## src/rtl/pcie_rx_detect_seq_if.sv

```systemverilog
// Signal bundle between the receiver-detect sequencer, the LTSSM controller
// and the PHY receiver-detect port. The sequencer uses the slave view and the
// environment (controller + PHY side) uses the master view.
interface pcie_rx_detect_seq_if #(
    parameter int NUM_LANES = 1
);
    logic                 start_i;
    logic [NUM_LANES-1:0] elec_idle_exit_i;
    logic                 rxdet_req_o;
    logic                 rxdet_ack_i;
    logic [NUM_LANES-1:0] rxdet_result_i;
    logic [NUM_LANES-1:0] lane_detect_o;
    logic                 detect_done_o;
    logic                 active_o;

    modport slave (
        input  start_i,
        input  elec_idle_exit_i,
        input  rxdet_ack_i,
        input  rxdet_result_i,
        output rxdet_req_o,
        output lane_detect_o,
        output detect_done_o,
        output active_o
    );

    modport master (
        output start_i,
        output elec_idle_exit_i,
        output rxdet_ack_i,
        output rxdet_result_i,
        input  rxdet_req_o,
        input  lane_detect_o,
        input  detect_done_o,
        input  active_o
    );
endinterface

```

## src/rtl/pcie_rx_detect_seq.sv

```systemverilog
// Receiver-detection sequencer for the LTSSM Detect.Quiet / Detect.Active
// substates. Waits out Detect.Quiet (or leaves early on electrical-idle exit),
// issues a receiver-detect request to the PHY, retries once after a quiet-length
// wait when only some lanes answered, and publishes the detected-lane mask to
// the controller. All outputs are registered.
module pcie_rx_detect_seq #(
    parameter int NUM_LANES       = 1,
    parameter int QUIET_CYC       = 1024,
    parameter int ACK_TIMEOUT_CYC = 64
) (
    input  logic                 clk_i,
    input  logic                 rst_ni,
    pcie_rx_detect_seq_if.slave  bus
);

    localparam int MAX_CYC = (QUIET_CYC > ACK_TIMEOUT_CYC) ? QUIET_CYC : ACK_TIMEOUT_CYC;
    localparam int CNT_W   = $clog2(MAX_CYC) + 1;

    localparam logic [CNT_W-1:0] QUIET_LAST = CNT_W'(QUIET_CYC - 1);
    localparam logic [CNT_W-1:0] ACK_LAST   = CNT_W'(ACK_TIMEOUT_CYC - 1);
    localparam logic [CNT_W-1:0] CNT_ZERO   = {CNT_W{1'b0}};
    localparam logic [CNT_W-1:0] CNT_MAX    = {CNT_W{1'b1}};

    typedef enum logic [2:0] {
        ST_IDLE       = 3'd0,
        ST_QUIET      = 3'd1,
        ST_ACTIVE1    = 3'd2,
        ST_RETRY_WAIT = 3'd3,
        ST_ACTIVE2    = 3'd4,
        ST_DONE       = 3'd5
    } state_e;

    // Saturating increment: the timing counter must never wrap back to zero.
    function automatic logic [CNT_W-1:0] sat_inc(input logic [CNT_W-1:0] v);
        logic [CNT_W-1:0] r;
        if (v == CNT_MAX) begin
            r = v;
        end else begin
            r = v + CNT_W'(1);
        end
        return r;
    endfunction

    state_e               state_r, state_s;
    logic [CNT_W-1:0]     cnt_r, cnt_s;
    logic                 req_r, req_s;
    logic [NUM_LANES-1:0] res1_r, res1_s;
    logic [NUM_LANES-1:0] lane_r, lane_s;
    logic                 done_r, done_s;
    logic                 active_r, active_s;
    logic                 ack_s;

    // An acknowledge only counts while a request is actually outstanding.
    assign ack_s = bus.rxdet_ack_i & req_r;

    // State, counter and registered outputs.
    always_ff @(posedge clk_i or negedge rst_ni) begin
        if (!rst_ni) begin
            state_r  <= ST_IDLE;
            cnt_r    <= CNT_ZERO;
            req_r    <= 1'b0;
            res1_r   <= {NUM_LANES{1'b0}};
            lane_r   <= {NUM_LANES{1'b0}};
            done_r   <= 1'b0;
            active_r <= 1'b0;
        end else begin
            state_r  <= state_s;
            cnt_r    <= cnt_s;
            req_r    <= req_s;
            res1_r   <= res1_s;
            lane_r   <= lane_s;
            done_r   <= done_s;
            active_r <= active_s;
        end
    end

    // Next-state and next-output decode; dropping start_i overrides everything,
    // including an acknowledge arriving in the same cycle.
    always_comb begin
        state_s = state_r;
        cnt_s   = cnt_r;
        req_s   = req_r;
        res1_s  = res1_r;
        lane_s  = lane_r;
        done_s  = 1'b0;

        if (!bus.start_i) begin
            state_s = ST_IDLE;
            cnt_s   = CNT_ZERO;
            req_s   = 1'b0;
            lane_s  = {NUM_LANES{1'b0}};
        end else begin
            case (state_r)
                ST_IDLE: begin
                    state_s = ST_QUIET;
                    cnt_s   = CNT_ZERO;
                end

                ST_QUIET: begin
                    if ((cnt_r == QUIET_LAST) || (|bus.elec_idle_exit_i)) begin
                        state_s = ST_ACTIVE1;
                        cnt_s   = CNT_ZERO;
                    end else begin
                        cnt_s = sat_inc(cnt_r);
                    end
                end

                ST_ACTIVE1, ST_ACTIVE2: begin
                    if (!req_r) begin
                        // First cycle in the state: raise the request. The ack
                        // timeout is measured from here on.
                        req_s = 1'b1;
                        cnt_s = CNT_ZERO;
                    end else if (ack_s) begin
                        req_s = 1'b0;
                        cnt_s = CNT_ZERO;
                        if (state_r == ST_ACTIVE1) begin
                            if (&bus.rxdet_result_i) begin
                                state_s = ST_DONE;
                                lane_s  = bus.rxdet_result_i;
                                done_s  = 1'b1;
                            end else if (~|bus.rxdet_result_i) begin
                                state_s = ST_QUIET;
                            end else begin
                                // Partial detect: remember it and confirm later.
                                state_s = ST_RETRY_WAIT;
                                res1_s  = bus.rxdet_result_i;
                            end
                        end else begin
                            if (bus.rxdet_result_i == res1_r) begin
                                state_s = ST_DONE;
                                lane_s  = res1_r;
                                done_s  = 1'b1;
                            end else begin
                                state_s = ST_QUIET;
                            end
                        end
                    end else if (cnt_r == ACK_LAST) begin
                        // PHY never answered: same as nothing detected.
                        req_s   = 1'b0;
                        cnt_s   = CNT_ZERO;
                        state_s = ST_QUIET;
                    end else begin
                        cnt_s = sat_inc(cnt_r);
                    end
                end

                ST_RETRY_WAIT: begin
                    if (cnt_r == QUIET_LAST) begin
                        state_s = ST_ACTIVE2;
                        cnt_s   = CNT_ZERO;
                    end else begin
                        cnt_s = sat_inc(cnt_r);
                    end
                end

                ST_DONE: begin
                    state_s = ST_DONE;
                end

                default: begin
                    state_s = ST_IDLE;
                    cnt_s   = CNT_ZERO;
                    req_s   = 1'b0;
                    lane_s  = {NUM_LANES{1'b0}};
                end
            endcase
        end

        active_s = (state_s == ST_ACTIVE1) || (state_s == ST_ACTIVE2) ||
                   (state_s == ST_RETRY_WAIT);
    end

    assign bus.rxdet_req_o   = req_r;
    assign bus.lane_detect_o = lane_r;
    assign bus.detect_done_o = done_r;
    assign bus.active_o      = active_r;

endmodule

```

## src/flat_wrapper.sv

```systemverilog
// flat-port wrapper written by rule: the top's interface ports become plain ports
module pcie_rx_detect_seq_flat 
#(
    parameter int NUM_LANES       = 1,
    parameter int QUIET_CYC       = 1024,
    parameter int ACK_TIMEOUT_CYC = 64
)
  (clk_i, rst_ni, bus_start_i, bus_elec_idle_exit_i, bus_rxdet_ack_i, bus_rxdet_result_i, bus_rxdet_req_o, bus_lane_detect_o, bus_detect_done_o, bus_active_o);
  pcie_rx_detect_seq_if #(.NUM_LANES(NUM_LANES)) bus_i ();
  input  logic clk_i;
  input  logic rst_ni;
  input wire logic [$bits(bus_i.start_i)-1:0] bus_start_i;
  input wire logic [$bits(bus_i.elec_idle_exit_i)-1:0] bus_elec_idle_exit_i;
  input wire logic [$bits(bus_i.rxdet_ack_i)-1:0] bus_rxdet_ack_i;
  input wire logic [$bits(bus_i.rxdet_result_i)-1:0] bus_rxdet_result_i;
  output wire logic [$bits(bus_i.rxdet_req_o)-1:0] bus_rxdet_req_o;
  output wire logic [$bits(bus_i.lane_detect_o)-1:0] bus_lane_detect_o;
  output wire logic [$bits(bus_i.detect_done_o)-1:0] bus_detect_done_o;
  output wire logic [$bits(bus_i.active_o)-1:0] bus_active_o;
  assign bus_i.start_i = bus_start_i;
  assign bus_i.elec_idle_exit_i = bus_elec_idle_exit_i;
  assign bus_i.rxdet_ack_i = bus_rxdet_ack_i;
  assign bus_i.rxdet_result_i = bus_rxdet_result_i;
  assign bus_rxdet_req_o = bus_i.rxdet_req_o;
  assign bus_lane_detect_o = bus_i.lane_detect_o;
  assign bus_detect_done_o = bus_i.detect_done_o;
  assign bus_active_o = bus_i.active_o;
  pcie_rx_detect_seq #(.NUM_LANES(NUM_LANES), .QUIET_CYC(QUIET_CYC), .ACK_TIMEOUT_CYC(ACK_TIMEOUT_CYC)) u_core (.clk_i(clk_i), .rst_ni(rst_ni), .bus(bus_i));
endmodule
```

## config.mk

```make
export PLATFORM = sky130hd
export DESIGN_NAME = pcie_rx_detect_seq_flat
export DESIGN_NICKNAME = d
export VERILOG_FILES = /design/src/rtl/pcie_rx_detect_seq_if.sv /design/src/rtl/pcie_rx_detect_seq.sv /design/src/flat_wrapper.sv
export SDC_FILE = /design/constraint.sdc
export NUM_CORES = 1
export LEC_CHECK = 0
export ABC_AREA = 1
export CAP_MARGIN = 30
export CELL_PAD_IN_SITES_DETAIL_PLACEMENT = 1
export CELL_PAD_IN_SITES_GLOBAL_PLACEMENT = 2
export CORE_MARGIN = 4
export CORE_UTILIZATION = 32
export CTS_CLUSTER_SIZE = 25
export DETAILED_ROUTE_END_ITERATION = 8
export PLACE_DENSITY_LB_ADDON = 0.25
export SLEW_MARGIN = 15
export SYNTH_ARGS = -nofsm -noshare
export SYNTH_HDL_FRONTEND = slang
export SYNTH_SLANG_ARGS = --single-unit
```

## constraint.sdc

```tcl
create_clock -name clk_i -period 2.2 [get_ports clk_i]
set_input_delay 0.55 -clock clk_i [delete_from_list [all_inputs] [get_ports clk_i]]
set_output_delay 0.55 -clock clk_i [all_outputs]
set_load 0.02 [all_outputs]
```

# Word-level counts from Yosys, hierarchy flattened
# Index checks and enable logic that the tools add are counted.
[totals]
regBits = 18
latch_bits = 0
mem_bits_rw = 0
mem_bits_ro = 0
input_bits = 6
out_inout_bits = 4
word_cells = 70
n_memories = 0
[op_classes]
n_addsub = 1
multipliers = 0
div = 0
magnitude_cmp = 0
eq_ne = 17
shift = 0
muxes = 37
bitwise_logic = 2
reduce_logical = 7
[op_table]
columns = ["operator", "count"]
rows = [
  ["11-bit 2-to-1 mux", 7],
  ["11-bit one-hot mux with 4 select lines", 1],
  ["3-bit 2-to-1 mux", 9],
  ["1-bit 2-to-1 mux", 17],
  ["3-bit one-hot mux with 5 select lines", 1],
  ["3-bit by 2-bit == test with 1-bit output, second input constant", 4],
  ["11-bit by 1-bit adder with 11-bit output, second input constant", 1],
  ["11-bit by 10-bit == test with 1-bit output, second input constant", 1],
  ["11-bit == test, second input constant", 1],
  ["11-bit by 6-bit == test with 1-bit output, second input constant", 1],
  ["3-bit == test, second input constant", 3],
  ["3-bit by 2-bit inequality test with 1-bit output, second input constant", 2],
  ["5-bit AND reduction", 1],
  ["2-bit inequality test, second input constant", 2],
  ["4-bit by 2-bit inequality test with 1-bit output, second input constant", 1],
  ["4-bit inequality test, second input constant", 1],
  ["1-bit one-hot mux with 2 select lines", 2],
  ["4-bit OR reduction", 1],
  ["3-bit by 1-bit == test with 1-bit output, second input constant", 1],
  ["3-bit logical NOT", 1],
  ["1-bit logical OR", 3],
  ["2-bit OR reduction", 1],
  ["1-bit bitwise AND", 1],
  ["1-bit NOT", 1],
]

# Depth between registers and ports, before layout
[depth]
depth_word = 9
ltp_mapped = 12
mapped_depth_nobuf = 12

# Worst setup path after synthesis
# OpenSTA, ideal clock, no wires.
[synth_path]
kind = "register to register"
startpoint = "reg u_core.cnt_r[0]"
endpoint = "reg u_core.cnt_r[0]"
setup_time_ns = 0.117
arrival_ns = 1.443
required_ns = 2.083
path_slack_ns = 0.640
path_stages_with_launch = 11
path_buffers = 1
cell_sequence = "dfrtp_1 > ha_1 > nand2_1 > nor2_4 > nand2_4 > nor2_8 > nand2_2 > buf_6 > xor2_1 > nand3_1 > nand2_1"
[synth_via]
elab_chain_len = 7
word_cells_on_any_way = 13
classes_between = "add/sub (1); eq/ne (3); mux (8); reduce/logical (1)"
[synth_lines]
columns = ["item", "line_no", "text"]
rows = [
  ["start, declared", "pcie_rx_detect_seq.sv:45", "logic [CNT_W-1:0] cnt_r, cnt_s;"],
  ["start signal, assigned", "pcie_rx_detect_seq.sv:68", "cnt_r <= cnt_s;"],
  ["11-bit by 1-bit adder with 11-bit output / 11-bit == test (equally long branches)", "pcie_rx_detect_seq.sv:39, pcie_rx_detect_seq.sv:36", ""],
  ["11-bit 2-to-1 mux", "pcie_rx_detect_seq.sv:36", "if (v == CNT_MAX) begin"],
  ["11-bit 2-to-1 mux", "pcie_rx_detect_seq.sv:138", "end else if (cnt_r == ACK_LAST) begin"],
  ["11-bit 2-to-1 mux", "pcie_rx_detect_seq.sv:114", "end else if (ack_s) begin"],
  ["11-bit 2-to-1 mux", "pcie_rx_detect_seq.sv:109", "if (!req_r) begin"],
  ["11-bit one-hot mux with 4 select lines (*)", "pcie_rx_detect_seq.sv:93", "case (state_r)"],
  ["11-bit 2-to-1 mux (*)", "pcie_rx_detect_seq.sv:87", "if (!bus.start_i) begin"],
]
# Mark *: on every way between the ends. The rest lies on a longest branch, timed or not.
# A chain may end at the register's enable or synchronous reset.

# Worst setup path in the final report
[layout_path]
startpoint = "reg u_core.req_r (netlist: u_core.bus.rxdet_req_o)"
endpoint = "out bus_rxdet_req_o"
[layout_rtl]
columns = ["item", "line_no", "text"]
rows = [
  ["start, declared", "pcie_rx_detect_seq.sv:46", "logic req_r, req_s;"],
  ["start signal, assigned", "pcie_rx_detect_seq.sv:69", "req_r <= req_s;"],
  ["end, declared", "flat_wrapper.sv:16", "output wire logic [$bits(bus_i.rxdet_req_o)-1:0] bus_rxdet_req_o;"],
]
# No word-level cell between the ends.

==> impl_metrics.env <==
export IMPL_final_nets=191
export IMPL_powerDensity_mw_per_mm2=566
export IMPL_cts_tree="yes"
export IMPL_seq_area_sq_um=450
export IMPL_grt_overflow=0
export IMPL_drc=0
export IMPL_rows=22
export IMPL_pwr_share_comb_pct=20.8
export IMPL_die_y_microns=69.5
export IMPL_finalPower_mw=0.800
export IMPL_yosys_warnings=0
export IMPL_via_per_inst=5.02
export IMPL_dp_hpwl_microns=2580
export IMPL_wl_per_cell_microns=14.2
export IMPL_critPathArrivalTime_ns=1.33
export IMPL_drt_iter0_drc=39
export IMPL_cts_resized_gates=0
export IMPL_crit_fanout=5
export IMPL_io_pins=10
export IMPL_max_freq_mhz=532
export IMPL_ys_ff_latch=18
export IMPL_drv_cap=0
export IMPL_core_sq_mm=0.00366
export IMPL_worstMarginPinSlew_ns=0.337
export IMPL_setup_ws_ns=0.320
export IMPL_yosysMostFrequentCell="nand2_1"
export IMPL_switchingPower_mw=0.241
export IMPL_antenna_found_initial=0
export IMPL_p_clk_share_pct=34.9
export IMPL_diodes=0
export IMPL_cts_root_buf="clkbuf_8"
export IMPL_io_buffers=9
export IMPL_grt_max_degree=19
export IMPL_internal_power_mw=0.559
export IMPL_status="finished, final reports clean"
export IMPL_worst_setup_path_type="flip-flop to primary output"
export IMPL_first_pass_iters=4
export IMPL_cpPeakStageDelay_ns=0.64
export IMPL_whs_ns=0.491
export IMPL_die_area_sq_mm=0.00482
export IMPL_synth_top_cell_by_area="dfrtp_1"
export IMPL_tns_ns=0
export IMPL_slowest_stage="clkdlybuf4s50_1"
export IMPL_cts_setup_buffers=0
export IMPL_slew_violations=0
export IMPL_synthTopCellsByCount="nand2_1, nand3_1, dfrtp_1"
export IMPL_finalHoldViolCount=0
export IMPL_grt_pass1_vias=1238
export IMPL_ir_worst_vdd_mv=0.230
export IMPL_synth_area_sq_mm=0.00121
export IMPL_synthTopCellsByArea="dfrtp_1, nand2_1, nand3_1"
export IMPL_drive_above_1_share_pct=12.0
export IMPL_avgSynthCellArea_sq_um=7.11
export IMPL_route_vias_total=1160
export IMPL_seq_area_frac_synth_pct=37.3
export IMPL_synth_cell_types=28
export IMPL_cts_clk_slew_worst_paths_ns=0.07
export IMPL_grtUsageTotal_pct=15.0
export IMPL_multiInputGateArea_sq_um=653
export IMPL_grt_pass1_wl_microns=5750
export IMPL_p_leak_nw=0.723
export IMPL_synthFlopType="dfrtp_1"
export IMPL_async_flop_share_pct=100
export IMPL_ant_nets=0
export IMPL_clkLatencyLatePin_ns=0.26
export IMPL_path_cells="clkdlybuf4s50_1"
export IMPL_tritoncts_num_sinks=18
export IMPL_syn_to_final_growth_pct=17.0
export IMPL_clockBufferDepth=2
export IMPL_period_needed_ns=1.88
export IMPL_wl_microns=3290
export IMPL_htreeDepth=1
export IMPL_final_fill_count=468
export IMPL_start_util_pct=33.0
export IMPL_hold_buffers=0
export IMPL_setup_viol=0
export IMPL_skew_ns=0.00471
export IMPL_critPathLaunchType="flip-flop"
export IMPL_place_congestion=0.835
export IMPL_die_w_microns=69.5
export IMPL_end_kind="primary output"
export IMPL_yosysTopAreaCellShare_pct=37.3
export IMPL_numCtsBuffers=3
export IMPL_place_ws_ns=0.339
export IMPL_p_sw_share_pct=30.1
export IMPL_synth_edff_count=0
export IMPL_fin_crit_sh_pct=85.5
export IMPL_crit_buf_inv=1
export IMPL_p_seq_share_pct=44.4
export IMPL_synth_cells=170
export IMPL_critPathRequiredTime_ns=1.65
export IMPL_rsz0062_at_grt="no"
export IMPL_hold_class="flip-flop to flip-flop"
export IMPL_slew_headroom_pct=77.4
export IMPL_synth_nets=177
export IMPL_cp_top_family="buffers and inverters"
-- cell families after synthesis --
logic type | share of synthesized area [%]
AOI/OAI and AO/OA | 12.5
adders and majority gates | 1.04
DFF | 37.3
and+or+nand+nor | 37.6
buffers and inverters | 8.69
xor gates and xnor gates | 2.90
-- per-stage QoR --
stage	area [sq um]	util, %	std cells
4_1_cts	1410	38.6	231
3_3_place_gp	1360	37.1	227
2_1_floorplan	1210	-	170
6_report	1410	38.6	231
3_5_place_dp	1360	37.1	227
5_1_grt	1410	38.6	231
-- worst paths after layout --
kind,slack (ns),cells after the start,end,from
min,0.49,2,u_core.bus.lane_detect_o,u_core.bus.lane_detect_o
min reg2reg,0.49,2,u_core.bus.lane_detect_o,u_core.bus.lane_detect_o
max in group asynchronous,1.37,2,u_core.cnt_r[2],rst_ni
max,0.32,1,bus_rxdet_req_o,u_core.bus.rxdet_req_o
min in group asynchronous,0.62,2,u_core.state_r[0],rst_ni
max reg2reg,0.38,10,u_core.cnt_r[9],u_core.cnt_r[0]
-- power by group through the flow --
| stage | combinational (mW) | clock, mW | sequential, mW |
|---|---|---|---|
| global route | 0.187 | 0.301 | 0.357 |
| detailed placement | 0.169 | 0 | 0.362 |
| floorplan | 0.0989 | 0 | 0.366 |
| CTS | 0.170 | 0.291 | 0.355 |
| global placement | 0.167 | 0 | 0.361 |
| finish | 0.166 | 0.279 | 0.355 |
-- area by class of cell --
type	count	area share [%]
Multi-Input combinational cell	126	46.2
Sequential cell	18	31.9
Timing Repair Buffer	11	7.43
Inverter	24	6.37
Tap cell	48	4.25
Clock buffer	4	3.89
-- layer usage --
metal / share of wire, % / wire length, microns / track usage [%]
met1: 42 / 1380 / 16.7
met2: 53 / 1760 / 27.8
met3: 2.6 / 87 / 2.61
met4: 1.9 / 62 / 6.51
met5: 0 / 0 / 0
-- registers in the layout, summed over array words and instances, names as in the netlist --
register and flops:
u_core.bus.rxdet_req_o 1, u_core.bus.lane_detect_o 1, u_core.bus.active_o 1, u_core.bus.detect_done_o 1
u_core.state_r 3, u_core.cnt_r 11
-- cell usage in the layout, fill, tap and decap left out, types with 2 or more instances in the layout --
| cell | Yosys | layout |
|---|---|---|
| clkbuf_8 | 0 | 4 |
| nand3_1 | 19 | 19 |
| xor2_1 | 4 | 4 |
| nand2_2 | 3 | 3 |
| inv_1 | 17 | 17 |
| clkdlybuf4s50_1 | 0 | 9 |
| o21ai_0 | 5 | 5 |
| o21ai_1 | 11 | 11 |
| nand2_1 | 49 | 49 |
| o211ai_1 | 4 | 4 |
| nor3_1 | 3 | 3 |
| inv_2 | 6 | 6 |
| dfrtp_1 | 18 | 18 |
| nor2_1 | 14 | 14 |
| buf_4 | 0 | 2 |
| nand4_1 | 2 | 2 |
(Power assumes the default switching activity.)
